### src/rtl/fp_cvt_arbiter.sv
// Round-robin arbiter sharing one fixed-latency float-to-int converter, with a
// credit-protected result FIFO. Optional FP_CVT_SATURATE_EN clamps overflowing results.
module fp_cvt_arbiter #(
  parameter  int NUM_REQ    = 4,
  parameter  int LATENCY    = 3,
  parameter  int FIFO_DEPTH = 5,
  localparam int IDW        = (NUM_REQ > 1) ? $clog2(NUM_REQ) : 1,
  localparam int CW         = $clog2(FIFO_DEPTH + 1),
  localparam int AW         = (FIFO_DEPTH > 1) ? $clog2(FIFO_DEPTH) : 1,
  localparam int EW         = 32 + IDW + 1
) (
  input  logic                      clk,
  input  logic                      areset,
  input  logic [NUM_REQ-1:0]        req_valid,
  output logic [NUM_REQ-1:0]        req_ready,
  input  logic [32*NUM_REQ-1:0]     req_data,
  input  logic [NUM_REQ-1:0]        req_signed,
  output logic [31:0]               cvt_a,
  input  logic signed [32:0]        cvt_q,
  output logic                      resp_valid,
  input  logic                      resp_ready,
  output logic [31:0]               resp_data,
  output logic [IDW-1:0]            resp_id,
  output logic                      resp_overflow
);

  function automatic logic range_ovf(input logic signed [32:0] q, input logic sgn);
    return sgn ? (q[32] ^ q[31]) : q[32];
  endfunction

`ifdef FP_CVT_SATURATE_EN
  function automatic logic [31:0] sat_clamp(input logic sgn, input logic neg);
    return sgn ? (neg ? 32'h8000_0000 : 32'h7FFF_FFFF) : 32'h0000_0000;
  endfunction
`endif

  function automatic logic [AW-1:0] wrap_inc(input logic [AW-1:0] p);
    return (p == AW'(FIFO_DEPTH - 1)) ? '0 : p + 1'b1;
  endfunction

  logic [IDW-1:0]     ptr_q, ptr_d;
  logic [CW-1:0]      used_q, used_d;
  logic               gnt_vld;
  logic [IDW-1:0]     gnt_id;
  int                 idx;

  logic [LATENCY-1:0] tag_vld_q;
  logic [LATENCY-1:0] tag_sgn_q;
  logic [IDW-1:0]     tag_id_q [LATENCY];
`ifdef FP_CVT_SATURATE_EN
  logic [LATENCY-1:0] tag_neg_q;
`endif

  logic [EW-1:0]      mem_q [FIFO_DEPTH];
  logic [AW-1:0]      wr_q, rd_q;
  logic [CW-1:0]      cnt_q;
  logic               push, pop, push_ovf;
  logic [31:0]        push_data;

  // Arbitration: used_q counts FIFO entries plus in-flight conversions.
  always_comb begin
    gnt_vld = 1'b0;
    gnt_id  = '0;
    idx     = 0;
    if (!areset && used_q < CW'(FIFO_DEPTH)) begin
      for (int k = 0; k < NUM_REQ; k++) begin
        idx = int'(ptr_q) + k;
        if (idx >= NUM_REQ) idx = idx - NUM_REQ;
        if (!gnt_vld && req_valid[idx]) begin
          gnt_vld = 1'b1;
          gnt_id  = IDW'(idx);
        end
      end
    end
  end

  assign req_ready = gnt_vld ? (NUM_REQ'(1) << gnt_id) : '0;
  assign cvt_a     = gnt_vld ? req_data[32*gnt_id +: 32] : 32'h0;
  assign ptr_d     = gnt_vld ? ((gnt_id == IDW'(NUM_REQ - 1)) ? '0 : gnt_id + 1'b1) : ptr_q;

  assign resp_valid = (cnt_q != '0);
  assign pop        = resp_valid && resp_ready;
  assign push       = tag_vld_q[LATENCY-1];
  assign used_d     = used_q + CW'(gnt_vld) - CW'(pop);
  assign push_ovf   = range_ovf(cvt_q, tag_sgn_q[LATENCY-1]);

`ifdef FP_CVT_SATURATE_EN
  // Clamp direction follows the operand sign, since q may have wrapped past 33 bits.
  assign push_data = push_ovf ? sat_clamp(tag_sgn_q[LATENCY-1], tag_neg_q[LATENCY-1])
                              : cvt_q[31:0];
`else
  assign push_data = cvt_q[31:0];
`endif

  assign {resp_overflow, resp_id, resp_data} = resp_valid ? mem_q[rd_q] : '0;

  always_ff @(posedge clk or posedge areset) begin
    if (areset) begin
      ptr_q     <= '0;
      used_q    <= '0;
      tag_vld_q <= '0;
      wr_q      <= '0;
      rd_q      <= '0;
      cnt_q     <= '0;
    end else begin
      ptr_q        <= ptr_d;
      used_q       <= used_d;
      tag_vld_q[0] <= gnt_vld;
      for (int k = 1; k < LATENCY; k++) tag_vld_q[k] <= tag_vld_q[k-1];
      if (push) wr_q <= wrap_inc(wr_q);
      if (pop)  rd_q <= wrap_inc(rd_q);
      cnt_q <= cnt_q + CW'(push) - CW'(pop);
    end
  end

  // Tag and FIFO payload: qualified by the valids above, so no reset needed.
  always_ff @(posedge clk) begin
    tag_id_q[0]  <= gnt_id;
    tag_sgn_q[0] <= req_signed[gnt_id];
`ifdef FP_CVT_SATURATE_EN
    tag_neg_q[0] <= cvt_a[31];
    for (int k = 1; k < LATENCY; k++) tag_neg_q[k] <= tag_neg_q[k-1];
`endif
    for (int k = 1; k < LATENCY; k++) begin
      tag_id_q[k]  <= tag_id_q[k-1];
      tag_sgn_q[k] <= tag_sgn_q[k-1];
    end
    if (push) mem_q[wr_q] <= {push_ovf, tag_id_q[LATENCY-1], push_data};
  end

endmodule

### config.mk
export PLATFORM = sky130hd
export DESIGN_NAME = fp_cvt_arbiter
export DESIGN_NICKNAME = d
export VERILOG_FILES = /design/src/rtl/fp_cvt_arbiter.sv
export SDC_FILE = /design/constraint.sdc
export NUM_CORES = 1
export LEC_CHECK = 0
export CAP_MARGIN = 5
export CORE_MARGIN = 5
export CORE_UTILIZATION = 44
export DETAILED_ROUTE_END_ITERATION = 8
export PLACE_DENSITY = 0.77
export SLEW_MARGIN = 15
export SYNTH_ARGS = -nofsm -noshare
export SYNTH_HDL_FRONTEND = slang
export SYNTH_SLANG_ARGS = --single-unit
### constraint.sdc
create_clock -name clk -period 3.7 [get_ports clk]
set_input_delay 0.74 -clock clk [delete_from_list [all_inputs] [get_ports clk]]
set_output_delay 0.74 -clock clk [all_outputs]
set_load 0.01 [all_outputs]
==> reports/metrics.cfg <==
[global_routing]
antenna_found_initial=4
gr-total-overflow=0
grt_start_max_net_pins=37
grt_use_total_pct=19.5
grt_pass1_wl_um=34200
grt_pass1_vias=6263

[floorplan]
core.rowCount=51
die_h_um=152
die_area_um2=23000
io-pin-count=244
initial_utilization_pct=45.0
coreArea_um2=19600
die_x_um=152

[setup_path]
critPathArrivalTime_ns=2.87
critPathRequiredTime_ns=2.96
crit_path_end_kind=output pin
critPathTopFamily=buffers and inverters
path_cells=clkdlybuf4s50_1 -> a211o_1 -> a211oi_4 -> buf_12 -> buf_4 -> buf_12 -> mux2i_1 -> o22ai_1 -> dlygate4sd2_1
cpMaxStageDelayCell=clkdlybuf4s50_1
critPathMaxStageDelay_ns=0.44
cpMostUsedCell=buf_12
worst-path-buf-inv=5
path_max_fanout=15
crit_type=in2out
worstSetupStartpointType=primary input

[sta]
period_needed_ns=3.61
hold_violations=0
fmax_mhz=277
setup_violations=0
post-route-period-util_pct=97.7
final_max_slew_viol_count=0
tightest_slew_ns=0.661
max_slew_margin_pct=55.9
finClkSkew_ns=0.00854
finalSetupTns_ns=0

[place]
place_congestion=0.874
numPortBuffers=243
dp.cells=1036
place_hpwl_um=16100

[clock_tree]
clk_latency_ns=0.47
root_buffer=clkbuf_16
clk_pin_slew_worst_paths_ns=0.06
htree_levels=1
clock_path_buffers=3
cts_hold_buf=0
cts.sinks=201
tritoncts=yes
cts_buffers=19

[pwr]
p_leak_uw=0.00480
power_density_nw_per_um2=696
peakVddDrop_v=0.000362

[synthesis]
syn_area_um2=8810
netlist_instances=524
synth_adder_area_share_pct=2.44
synth_edf_count=175
synth_top_family_by_area=multiplexers
yosys_register_bits=201
synth_area_leaders=edfxtp_1, mux2i_1, mux4_2
ys_async_sr_fraction_pct=8.46
synth-xor-area-share_pct=0.398
synth-main-ff-cell=edfxtp_1
syn_avg_cell_area_um2=16.8
yosys-mux-area-fraction_pct=20.6
synthSimpleGateAreaFrac_pct=3.31
synth_largest_area_cell=edfxtp_1
yosysTopAreaCellShare_pct=59.6
synth_warnings=0
synth_nets=712
yosysSeqAreaShare_pct=66.5
synth_compound_area_share_pct=3.72
synth.distinct_cells=38

[layout]
final_cells=1079
final_util_pct=63.3
layout-drive-gt1-share_pct=13.6
layout_commonest_cell=clkdlybuf4s50_1
fin_nets=986
fill_cells=1421
layout.cells.most_common_list=clkdlybuf4s50_1, edfxtp_1, mux2i_1
area_delta_synth_final_pct=40.8

[routing]
dr.pass1.iters=6
vias_per_cell=5.29
routed_wl_um=22600
vias=5708
ant_nets=0
drc=0
wl_per_cell_um=20.9
drt_iter0_markers=250

[run]
drv_cap=0

[status]
status=finished clean

[hold_path]
hold_path_class=reg2reg

## cells by family (layout without fill, tap and decap cells)
logic type,Yosys count,in the layout
and+or+nand+nor,66,66
buffers and inverters,48,333
muxes,138,138
adders and majority gates,16,16
DFF,201,201
AOI/OAI and AO/OA,51,51
other,0,5
xor gates and xnor gates,4,4
## through the flow
step | worst slack, ns | cell area [µm²] | power, µW | hold slack [ns]
final | 0.0866 | 12400 | 8630 | 0.325
after detailed placement | -0.128 | 11800 | 7060 | 0.314
after CTS | 0.00177 | 12300 | 8730 | 0.327
after global placement | -0.105 | 11800 | 6930 | 0.312
after floorplan | 0.0437 | 8810 | 5260 | 0.310
after global routing | -0.0213 | 12400 | 9150 | 0.342
## metal layers
layer | global-route usage (%) | wire length (µm) | vias up
met5 | 0 | 0 | -
met4 | 6.92 | 495 | 0
met3 | 4.02 | 1600 | 30
met2 | 36.1 | 12300 | 224
met1 | 22.2 | 8170 | 2858
li1 | - | - | 2596
## layout make-up
cell class	count	area, µm²	area share (%)
well taps	265	332	2.67
inverters	19	71.3	0.575
flip-flops and latches	201	5860	47.3
clock inverters	6	27.5	0.222
clock buffers	26	502	4.05
diodes	5	12.5	0.101
multi-input cells	275	2750	22.2
repair buffers	282	2840	22.9
## worst paths after layout
path | startpoint | endpoint | slack, ns | cells past startpoint
setup / recovery | areset | cvt_a[2] | 0.09 | 9
max in group asynchronous | areset | rd_q[1] | 2.50 | 2
hold reg to reg | tag_sgn_q[0] | tag_sgn_q[1] | 0.32 | 0
min in group asynchronous | areset | rd_q[0] | 0.73 | 2
setup reg to reg | cnt_q[1] | used_q[2] | 1.14 | 11
hold / removal | tag_sgn_q[0] | tag_sgn_q[1] | 0.32 | 0
## sequential cells by signal (all words and copies together), names as in the netlist
register and count:
cnt_q 3, mem_q 175, ptr_q 2, rd_q 3
tag_id_q 6, tag_sgn_q 3, tag_vld_q 3, used_q 3
wr_q 3
## report_power, final
group,switching (µW),internal (µW)
Clock,734,946
Sequential,232,2920
Combinational,1760,2030
## timing repair
item                       in CTS  in global routing
hold endpoints to repair        0                  0
gates resized for setup        17                 23
buffers inserted                1                  5
pin swaps                       2                  0
setup endpoints to repair      33                 22
## Yosys cell counts, drive strengths merged (2+ instances only)
cell / instances
edfxtp: 175
mux2i: 103
nor2: 41
mux4: 35
o22ai: 33
buf: 20
inv: 19
dfrtp: 17
ha: 14
nand2: 11
clkbuf: 9
dfxtp: 9
o21ai: 7
a21oi: 4
and2: 4
nor2b: 3
nor3: 3
xnor2: 3
fa: 2
No activity file was read; power rests on OpenSTA's default activity.
